### src/rtl/bht_branch_predictor.sv
// Fetch-side direction/target predictor backed by a 2-bit saturating-counter BHT.
// After reset, an init sweep writes INIT_CTR into every entry. Execute-stage
// resolutions then train the table and update the statistics counters.
module bht_branch_predictor #(
    parameter int unsigned IDX_BITS = 6,
    parameter logic [1:0]  INIT_CTR = 2'b01,
    parameter int unsigned STAT_W   = 32
) (
    input  logic              clk,
    input  logic              rst,
    input  logic              if_valid,
    input  logic [31:0]       if_pc,
    input  logic [31:0]       if_instr,
    input  logic [31:0]       if_imm,
    output logic              pred_taken,
    output logic [31:0]       pred_target,
    input  logic              ex_valid,
    input  logic [31:0]       ex_pc,
    input  logic              ex_is_branch,
    input  logic              ex_taken,
    input  logic              ex_mispredict,
    output logic              ready,
    output logic [STAT_W-1:0] stat_branches,
    output logic [STAT_W-1:0] stat_mispredicts
);

    localparam int unsigned ENTRIES = 1 << IDX_BITS;
    localparam logic [6:0]  OPC_BRANCH = 7'b1100011;
    localparam logic [6:0]  OPC_JAL    = 7'b1101111;

    typedef enum logic {
        ST_INIT,
        ST_RUN
    } state_t;

    state_t              state;
    state_t              state_next;
    logic [IDX_BITS-1:0] init_idx;
    logic [IDX_BITS-1:0] init_idx_next;
    logic                ready_next;

    logic [1:0]          bht [ENTRIES];

    logic [IDX_BITS-1:0] if_idx;
    logic [IDX_BITS-1:0] ex_idx;
    logic [6:0]          if_opc;
    logic [1:0]          if_ctr;
    logic [1:0]          ex_ctr;
    logic [1:0]          ex_ctr_upd;
    logic                train;

    // Bits of the PCs and instruction that take no part in prediction or training
    logic unused_bits;
    assign unused_bits = ^{if_instr[31:7], ex_pc[31:IDX_BITS+2], ex_pc[1:0]};

    assign if_idx = if_pc[IDX_BITS+1:2];
    assign ex_idx = ex_pc[IDX_BITS+1:2];
    assign if_opc = if_instr[6:0];
    assign if_ctr = bht[if_idx];
    assign ex_ctr = bht[ex_idx];
    assign train  = ready & ex_valid & ex_is_branch;

    // State register for the init/run sequencer
    always_ff @(posedge clk) begin
        if (rst) begin
            state    <= ST_INIT;
            init_idx <= '0;
            ready    <= 1'b0;
        end else begin
            state    <= state_next;
            init_idx <= init_idx_next;
            ready    <= ready_next;
        end
    end

    // Next-state: step the sweep index and leave INIT after the last entry
    always_comb begin
        state_next    = state;
        init_idx_next = init_idx;
        ready_next    = 1'b0;
        case (state)
            ST_INIT: begin
                init_idx_next = init_idx + 1'b1;
                if (init_idx == IDX_BITS'(ENTRIES - 1)) begin
                    state_next = ST_RUN;
                end
            end
            ST_RUN: begin
                state_next = ST_RUN;
            end
            default: begin
                state_next = ST_INIT;
            end
        endcase
        ready_next = (state_next == ST_RUN);
    end

    // Saturating update of the counter addressed by the resolved PC
    always_comb begin
        ex_ctr_upd = ex_ctr;
        if (ex_taken) begin
            if (ex_ctr != 2'b11) begin
                ex_ctr_upd = ex_ctr + 2'b01;
            end
        end else begin
            if (ex_ctr != 2'b00) begin
                ex_ctr_upd = ex_ctr - 2'b01;
            end
        end
    end

    // Table writes: the sweep owns the table during INIT, training owns it in RUN
    always_ff @(posedge clk) begin
        if (!rst) begin
            if (state == ST_INIT) begin
                bht[init_idx] <= INIT_CTR;
            end else if (train) begin
                bht[ex_idx] <= ex_ctr_upd;
            end
        end
    end

    // Same-cycle prediction; the table read sees the value before this edge's write
    always_comb begin
        pred_taken  = ready & if_valid &
                      (((if_opc == OPC_BRANCH) & if_ctr[1]) | (if_opc == OPC_JAL));
        pred_target = pred_taken ? (if_pc + if_imm) : (if_pc + 32'd4);
    end

    // Wrapping statistics counters, frozen while the table is being swept
    always_ff @(posedge clk) begin
        if (rst) begin
            stat_branches    <= '0;
            stat_mispredicts <= '0;
        end else if (ready) begin
            if (ex_valid && ex_is_branch) begin
                stat_branches <= stat_branches + STAT_W'(1);
            end
            if (ex_valid && ex_mispredict) begin
                stat_mispredicts <= stat_mispredicts + STAT_W'(1);
            end
        end
    end

endmodule

### config.mk
export PLATFORM = sky130hd
export DESIGN_NAME = bht_branch_predictor
export DESIGN_NICKNAME = d
export VERILOG_FILES = /design/src/rtl/bht_branch_predictor.sv
export SDC_FILE = /design/constraint.sdc
export NUM_CORES = 1
export LEC_CHECK = 0
export ABC_AREA = 1
export CAP_MARGIN = 0
export CORE_ASPECT_RATIO = 1.75
export CORE_MARGIN = 1.5
export CORE_UTILIZATION = 54
export DETAILED_ROUTE_END_ITERATION = 8
export MAX_ROUTING_LAYER = met4
export PLACE_DENSITY = 0.83
export SLEW_MARGIN = 10
export SYNTH_ARGS = -nofsm -noshare
export SYNTH_HDL_FRONTEND = slang
export SYNTH_SLANG_ARGS = --single-unit
### constraint.sdc
create_clock -name clk -period 5.7 [get_ports clk]
set_input_delay 0.855 -clock clk [delete_from_list [all_inputs] [get_ports clk]]
set_output_delay 0.855 -clock clk [all_outputs]
set_load 0.1 [all_outputs]
==> key figures, run 1 <==
Finish
  – Register area: 5270 µm²
  – Multi-input logic area: about 6900 µm²
  – ANT cells: 0
  – Final core utilization: 67.0%
  – Number of nets in the layout: between 2000 and 2500
  – Share of cells above drive strength 1: 7.14%
  – FILL cells: 2037
  – Area grow syn2layout: 22.8%

Detailed routing
  – # DRC: 0
  – DR vias/cell: slightly below 6
  – Routed Antenna Nets: 0
  – Routed WL per cell: 18.4 µm
  – DRT iter0 DRCs: 1032
  – First-pass iteration count of the detailed router: 6
  – Vias: 13000
  – DRT Wirelength: between 40000 and 50000 µm

Critical path
  – Worst R2R Path Depth: 8
  – CP Max Fanout: 33
  – CP cell instances: clkdlybuf4s50_1 > buf_4 > inv_2 > nor2_1 > o21ai_0 > nand3_1 > nand3_1 > nand2_1 > nand2_1 > nand2_1 > nand3_2 > nand2_4 > nand2_4 > nand2_1 > nand2_1 > buf_12
  – CP required: 4850 ps
  – Element type at the critical path end: primary output
  – Crit-path slowest cell: clkdlybuf4s50_1
  – Critical Path AT: 3920 ps
  – Crit start category: input port
  – CP max stage delay: 580 ps
  – Crit-path most repeated cell: nand2_1
  – Crit Path Class: in -> out

Global route
  – Initial antenna violation count: 0
  – Gr ovfl total: 0
  – First-pass GRT wire length: 64000 µm
  – Vias in the first global route: 12900
  – GR Util All Layers: approximately a third
  – Largest net degree at the start of global routing: 72

Synth
  – Cell count after synthesis: 1772
  – Area leader, netlist: edfxtp_1
  – Post-synthesis average cell area: 7.34 µm²
  – Post-synthesis register bit count: 199
  – Synth top cells by count: nand2_1, nand3_1, nor2_1
  – Top_reg_cell synth: edfxtp_1
  – Async set-or-reset flop fraction in the synthesized netlist: 0%
  – EDFF count, synth: 128
  – Distinct cell type count after synthesis: 50
  – Post-synthesis sequential area ratio: 40.5%
  – Synthesized area: 13000 µm²
  – Count leader, synth: nand2_1
  – Dominant cells by area after synthesis: edfxtp_1, nand2_1, dfxtp_1, nand3_1, nor2_1
  – Synth warn: 0
  – Post-Syn Nets: 1943
  – Synth top area share: 29.5%

STA
  – Post-route clock period utilization: 83.7%
  – Fmax: between 0.2 and 0.25 GHz
  – Final min period: about 4800 ps
  – Final TNS setup: 0 ps
  – Slew Limit Headroom: between 20% and 30%
  – Worst Max-Slew Pin Slew: 1110 ps
  – Final Max Slew Viols: 0
  – Final setup viols: 0
  – Clk_skew: ~7.4 ps
  – Fin. Hold Viols: 0
  – Unrepaired setup endpoints after global routing: no

Clock tree
  – Cts bufs inserted: 17
  – H-tree depth: 4
  – CTS tree: yes
  – Post-CTS setup buffers: 0
  – Sink Count: about 200
  – Clk slew on worst S/H paths: 70 ps
  – Resize count post-CTS: 0
  – Max Root-Sink Buffers: 2
  – Later-pin clock latency in the skew report: 440 ps
  – CTS Hold Bufs: 0
  – Clock root buffer: clkbuf_16

Status
  – Status: finished, final reports clean

Die
  – Core area: 23800 µm²
  – Die Ht: 208 µm
  – I/O Pins: 233
  – # rows: 75
  – Die Area: 25100 µm²
  – Starting density of the core: 54.6%
  – Die W: approximately 120 µm

Place
  – IO buf count: 181
  – Final GP Congestion: 1.02
  – Final HPWL DP: 31800 µm

Min path
  – HP Class: reg -> reg
  – WHS Path Cells: 2

Power and ir drop
  – Internal: 2.47 mW
  – Sequential power share: between 40% and 50%
  – Power Density: roughly 220 nW/µm²
  – VDD IR max: 0.224 mV
  – Pleak: 6.48 nW
  – Clock Power Share: 36.4%
  – Comb pwr share: 19.5%
  – Sw power: around 0.98 mW
  – Sw frac: 28.4%

Flow run
  – Total of max-cap violations: 0
==> flip-flops by register name, indices dropped and copies added, names as in the netlist <==
signal            cells
bht                 128
init_idx              6
stat_branches        32
stat_mispredicts     32
state                 1
==> power by group through the flow <==
stage | Clock (mW) | Sequential [mW] | Combinational [mW]
3_5_place_dp | 0 | 1.55 | 0.662
5_1_grt | 1.32 | 1.52 | 0.721
2_1_floorplan | 0 | 1.55 | 0.409
6_report | 1.26 | 1.52 | 0.674
4_1_cts | 1.26 | 1.52 | 0.665
3_3_place_gp | 0 | 1.55 | 0.656
==> worst max-delay path: cells and delay by family <==
| family | cells | cell delay (ps) |
|---|---|---|
| compound gates | 1 | 100 |
| buf+inv | 4 | 1340 |
| simple gates | 11 | 1590 |
==> area by class of cell <==
| class | count | share of cell area [%] |
|---|---|---|
| multi-input combinational | 1366 | 43.1 |
| sequential | 199 | 32.9 |
| timing repair buffer | 196 | 14.0 |
| inverter | 154 | 3.63 |
| clock buffer | 19 | 2.84 |
| tap | 308 | 2.41 |
| clock inverter | 13 | 1.05 |
==> cell families (layout without fill, tap and decap cells) <==
kind of cell    after synthesis  after routing  synth area share (%)
simple gates               1087           1087                  37.3
buf+inv                     207            382                  6.77
flops                       199            199                  40.5
compound gates              174            174                  7.25
xor+xnor                     69             69                  4.64
fa+ha+maj                    36             36                  3.52
==> worst paths after layout <==
kind | startpoint | endpoint | slack (ps)
worst max register to register | state | bht[7][1] | 2500
worst max-delay path | if_pc[3] | pred_target[2] | 930
worst min-delay path | stat_mispredicts[13] | stat_mispredicts[13] | 470
worst min register to register | stat_mispredicts[13] | stat_mispredicts[13] | 470
==> stage by stage <==
step	std cells	hold WS, ps	area (µm²)	power [mW]	worst slack [ps]
floorplan	1772	453	13000	1.96	1410
global placement	2223	451	15400	2.21	1080
detailed placement	2223	467	15400	2.22	1040
CTS	2255	480	16000	3.45	992
global route	2255	501	16000	3.56	785
finish	2255	473	16000	3.45	928
==> metal layers <==
layer | part of all wire [%] | track usage, % | vias to the layer above
li1 | - | - | 6235
met1 | 32 | 30.9 | 5920
met2 | 54 | 63.2 | 635
met3 | 6.2 | 4.44 | 213
met4 | 8.1 | 25.1 | 0
met5 | 0 | - | -
==> cell usage in the layout (no fill, tap or decap), types with 4 or more instances in the layout <==
cell type        count
inv_1              147
buf_12              33
nand3b_1             4
o21ai_0             46
nor3_1              35
nand3_2              4
nand2_2              7
clkbuf_16           18
nand4_1             35
inv_2                5
nand3_1            219
a21oi_1             91
nor4_1              20
nor2_1             188
nand2_1            537
nor3_2               6
o21bai_1             7
xnor2_1             19
o21ai_1              9
nor2_4               8
ha_1                35
buf_4               15
edfxtp_1           128
o21a_1               8
or2_2                5
dfxtp_1             71
xor2_1              50
clkdlybuf4s50_1    146
Note: power is estimated with default switching activity, not from simulation.
==> inputs of run 2 (changes only) <==
Clock period 5.7 ns to 4.61 ns, I/O delays scaled along.
==> run 2 against run 1 <==
- hold slack got worse by 5.9 ps
- worst setup slack worse by 620 ps
- non-clock buffer count is 4 higher
- via count down 0.31%
- register-to-register slack got worse by 1100 ps
- sequential power grew 24%
- global-route usage about the same
- critical path depth grew 1
- critical path type unchanged
- critical endpoint is now pred_target[3]
- highest routed layer unchanged
==> key figures, run 2 (synthesized netlist as in run 1, its figures left out) <==
Status
  – Status: finished, final reports clean

Clock tree
  – Post-CTS setup buffers: 0
  – Resize count post-CTS: 0
  – Clk slew on worst S/H paths: 70 ps
  – Clock root buffer: clkbuf_16
  – H-tree depth: 4
  – Later-pin clock latency in the skew report: around 440 ps
  – Max Root-Sink Buffers: 2
  – Cts bufs inserted: 17
  – CTS Hold Bufs: 0
  – CTS tree: yes
  – Sink Count: 199

STA
  – Worst Max-Slew Pin Slew: 1010 ps
  – Fmax: between 0.2 and 0.25 GHz
  – Slew Limit Headroom: between 30% and 40%
  – Final Max Slew Viols: 0
  – Clk_skew: 11.4 ps
  – Fin. Hold Viols: 0
  – Post-route clock period utilization: between 90% and 100%
  – Final min period: 4300 ps
  – Final setup viols: 0
  – Unrepaired setup endpoints after global routing: no
  – Final TNS setup: 0 ps

Power and ir drop
  – Sw power: 1.22 mW
  – Pleak: 6.49 nW
  – Sw frac: between 20% and 30%
  – Sequential power share: 44.8%
  – Clock Power Share: 35.3%
  – Power Density: 262 nW/µm²
  – Internal: between 2 and 3 mW
  – VDD IR max: 0.310 mV
  – Comb pwr share: 19.8%

Finish
  – Design Area, Final: about 16000 µm²
  – Top Registers: bht x128, stat_branches x32, stat_mispredicts x32
  – Register area: approximately 5300 µm²
  – Finished Layout Cells: between 2000 and 2500
  – Commonest cells after routing, fill and taps aside: nand2_1, nand3_1, nor2_1
  – FILL cells: ~2000
  – ANT cells: 0
  – Share of cells above drive strength 1: 7.33%
  – Number of nets in the layout: 2109
  – Top reg by flops: bht
  – Number of flip-flops under the largest register name: around 130
  – Multi-input logic area: 6880 µm²
  – Area grow syn2layout: 23.0%
  – Most common cell after layout, fill and taps aside: nand2_1

Die
  – Die Area: 25100 µm²
  – Starting density of the core: between 50% and 60%
  – Die Ht: 208 µm
  – I/O Pins: 233
  – Core area: around 24000 µm²
  – # rows: 75
  – Die W: ~120 µm

Global route
  – Vias in the first global route: between 10000 and 15000
  – First-pass GRT wire length: about 64000 µm
  – Largest net degree at the start of global routing: 72
  – GR Util All Layers: 34.0%
  – Gr ovfl total: 0
  – Initial antenna violation count: 0

Detailed routing
  – First-pass iteration count of the detailed router: 8
  – # DRC: 0
  – Vias: 13000
  – Routed Antenna Nets: 0
  – DR vias/cell: 5.74
  – DRT Wirelength: 41000 µm
  – Routed WL per cell: 18.2 µm
  – DRT iter0 DRCs: 880

Critical path
  – CP cell instances: clkdlybuf4s50_1 > buf_4 > nand2_1 > nand3_1 > nand2_1 > nand2_1 > nand2_1 > nor2_1 > nand2_1 > nand2_1 > nand2_1 > nand3_2 > nand2_4 > nand2_4 > nand2_1 > nand2_1 > buf_12
  – Largest delay share family, worst path: simple AND/OR/NAND/NOR gates
  – Element type at the critical path end: primary output
  – Crit path buf inv count: 3
  – Critical Path AT: 3610 ps
  – Crit-path slowest cell: clkdlybuf4s50_1
  – CP Max Fanout: 33
  – Crit Path Class: in -> out
  – CP max stage delay: 690 ps
  – Crit start category: input port
  – Crit-path most repeated cell: nand2_1
  – CP required: 3920 ps

Min path
  – HP Class: reg -> reg

Place
  – Final GP Congestion: 1.01
  – Cell area after placement: 15400 µm²
  – IO buf count: 181
  – Final HPWL DP: 31400 µm
  – Placed insts: roughly 2200

Flow run
  – Total of max-cap violations: 0
## run 2: changes by cell type in the layout (fill, tap and decap cells not counted), sizes merged
cell      delta
inv          +1
clkinvlp     +2
clkinv       -3
bufinv       -2
buf          +4
clkbuf       +2
## run 2: worst reg2reg max path, stage by stage (launching register included)
cell	delay, ps
dfxtp_1	620
nand3_4	330
nor2_4	290
inv_2	130
nand2_1	100
o21ai_2	120
inv_1	270
nand4_1	580
nor2_1	430
## run 2: path summary, 6_finish.rpt
| kind | startpoint | to | slack (ps) | depth (start not counted) |
|---|---|---|---|---|
| hold / removal | stat_mispredicts[8] | stat_mispredicts[8] | 470 | 2 |
| setup / recovery | if_pc[2] | pred_target[3] | 310 | 17 |
| setup reg to reg | state | bht[25][1] | 1430 | 8 |
| hold reg to reg | stat_mispredicts[8] | stat_mispredicts[8] | 470 | 2 |
## run 2: metal layers
| metal | up-vias | part of all wire [%] | track usage (%) |
|---|---|---|---|
| met5 | - | 0 | - |
| met2 | 653 | 53 | 62.1 |
| li1 | 6235 | - | - |
| met4 | 0 | 7.8 | 24.9 |
| met1 | 5878 | 32 | 31.1 |
| met3 | 197 | 6.6 | 5.62 |
## run 2: power groups by stage
stage / clock network [mW] / registers, mW / logic, mW
2_1_floorplan: 0 / 1.92 / 0.506
3_3_place_gp: 0 / 1.92 / 0.808
3_5_place_dp: 0 / 1.92 / 0.817
4_1_cts: 1.49 / 1.88 / 0.821
5_1_grt: 1.56 / 1.88 / 0.891
6_report: 1.48 / 1.88 / 0.832
## run 2: area by class of cell
cell class | count | share of cell area [%]
clock inverter | 11 | 0.711
tap | 308 | 2.41
multi-input combinational | 1366 | 43.0
clock buffer | 21 | 3.01
timing repair buffer | 200 | 14.4
inverter | 154 | 3.63
sequential | 199 | 32.9
## run 2: metrics by stage
step                hold slack (ps)  worst slack [ps]  power [mW]  util (%)
floorplan                       453               487        2.43         -
global placement                451               362        2.73      64.7
detailed placement              463               361        2.74      64.7
CTS                             476               342        4.19      67.2
global route                    507               116        4.33      67.2
finish                          467               307        4.19      67.2
==> inputs of run 3 (changes only) <==
Settings changed: CORE_UTILIZATION 54 to 40, PLACE_DENSITY 0.83 to 0.64, SLEW_MARGIN 10 to default.
Clock period 4.61 ns to 4.72 ns, I/O delays scaled along.
==> run 3 against run 2 <==
- the flow now finishes with violations (DRC)
- sequential power decreased by 2%
- worst setup slack improved by 57 ps
- count of clock-buffer cells in the layout decreased by 4
- power decreased by 1.6%
- hold slack improved by 1.0 ps
- global-route usage decreased by 6.4 points
- register-to-register slack improved by 120 ps
- via count decreased by 2.0%
- non-clock buffer count increased by 16
==> key figures, run 3 (synthesized netlist as in run 1, its figures left out) <==
Finish
  – Share of cells above drive strength 1: 8.13%
  – Most common cell after layout, fill and taps aside: nand2_1
  – Top Registers: bht x128, stat_branches x32, stat_mispredicts x32
  – Commonest cells after routing, fill and taps aside: nand2_1, nand3_1, nor2_1
  – Number of flip-flops under the largest register name: 128
  – ANT cells: 0
  – Top reg by flops: bht
  – Number of nets in the layout: 2125
  – Finished Layout Cells: about 2400
  – Area grow syn2layout: 24.8%

Die
  – Die Area: 33700 µm²
  – I/O Pins: 233
  – Core area: 32100 µm²
  – Starting density of the core: 40.5%
  – Die W: 139 µm
  – # rows: 87
  – Die Ht: ~240 µm

Status
  – Status: complete, but fails checks
  – Failing checks: DRC

Clock tree
  – Sink Count: between 150 and 200
  – Later-pin clock latency in the skew report: 450 ps
  – Post-CTS setup buffers: 0
  – CTS tree: yes
  – Max Root-Sink Buffers: 2
  – H-tree depth: 4
  – Resize count post-CTS: 0
  – Clock root buffer: clkbuf_16
  – Clk slew on worst S/H paths: roughly 70 ps
  – CTS Hold Bufs: 0
  – Cts bufs inserted: 17

STA
  – Unrepaired setup endpoints after global routing: no
  – Final min period: roughly 4400 ps
  – Clk_skew: 8.01 ps
  – Slew Limit Headroom: 32.4%
  – Post-route clock period utilization: 92.3%
  – Fmax: approximately 0.23 GHz
  – Worst Max-Slew Pin Slew: slightly above 1000 ps
  – Final setup viols: 0
  – Final TNS setup: 0 ps
  – Final Max Slew Viols: 0
  – Fin. Hold Viols: 0

Detailed routing
  – DRT Wirelength: around 45000 µm
  – Routed Antenna Nets: 0
  – DR vias/cell: 5.37
  – DRT iter0 DRCs: 701
  – # DRC: 25
  – Routed WL per cell: around 19 µm
  – First-pass iteration count of the detailed router: 7
  – Vias: ~13000

Power and ir drop
  – Sw frac: 30.5%
  – Pleak: 6.55 nW
  – Internal: around 2.9 mW
  – VDD IR max: 0.284 mV
  – Sw power: between 1 and 1.5 mW
  – Clock Power Share: 35.3%
  – Power Density: 254 nW/µm²
  – Comb pwr share: 20.3%
  – Sequential power share: 44.5%

Critical path
  – Critical Path AT: approximately 3700 ps
  – CP required: 4010 ps
  – Crit Path Class: in -> out
  – Crit start category: input port
  – CP Max Fanout: 18
  – Element type at the critical path end: primary output
  – Worst R2R Path Depth: 8

Global route
  – Gr ovfl total: 0
  – Vias in the first global route: 12700
  – First-pass GRT wire length: 68600 µm
  – Largest net degree at the start of global routing: 72
  – GR Util All Layers: 27.7%
  – Initial antenna violation count: 0

Place
  – Final HPWL DP: 35600 µm
  – IO buf count: between 150 and 200
  – Final GP Congestion: 1.04
  – Placed insts: 2335

Min path
  – WHS Path Cells: 2
  – HP Class: reg -> reg

Flow run
  – Total of max-cap violations: 0
[run 3: final cells by class]
class / instances / area [µm²]
fill: 3133 / 15900
multi-input combinational: 1366 / 6880
sequential: 199 / 5270
timing repair buffer: 216 / 2420
inverter: 154 / 581
tap: 400 / 500
clock buffer: 17 / 425
clock inverter: 15 / 164
[run 3: worst max-delay path: stages]
cell and delay (ps):
clkdlybuf4s50_1 460, buf_4 220, buf_4 270, nand2_1 90, nand3_1 80, nand2_1 70, nand2_1 60, nand2_1 40
nor2_1 250, nand2_1 80, nand2_1 90, nand2_1 220, nand3_2 160, nand2_4 80, nand2_4 200, nand2_1 90
nand2_1 230, buf_12 220
[run 3: power by group through the flow]
stage,clock (mW),sequential (mW),combinational (mW)
4_1_cts,1.47,1.84,0.833
2_1_floorplan,0,1.87,0.494
3_5_place_dp,0,1.88,0.830
5_1_grt,1.53,1.84,0.896
6_report,1.46,1.84,0.836
3_3_place_gp,0,1.88,0.828
[run 3: path summary, 6_finish.rpt]
kind / start / endpoint / slack, ps
max: if_pc[2] / pred_target[9] / 360
min: stat_mispredicts[13] / stat_mispredicts[13] / 470
max reg2reg: state / bht[37][1] / 1550
min reg2reg: stat_mispredicts[13] / stat_mispredicts[13] / 470
[run 3: metrics by stage]
stage	instance area [µm²]	setup WS, ps	hold slack, ps	power, mW	utilization (%)
after floorplan	13000	580	453	2.37	-
after global placement	15600	483	451	2.70	48.7
after detailed placement	15600	485	464	2.71	48.7
after CTS	16200	477	477	4.14	50.6
after global routing	16200	215	500	4.27	50.6
final	16200	364	468	4.13	50.6
[run 3: routing by layer]
layer / wire, µm / up-vias / track usage [%]
met5: 0 / - / -
met2: 25100 / 483 / 53.6
met4: 3240 / 0 / 18.6
met3: 2330 / 124 / 3.88
met1: 14800 / 5826 / 24.1
li1: - / 6266 / -
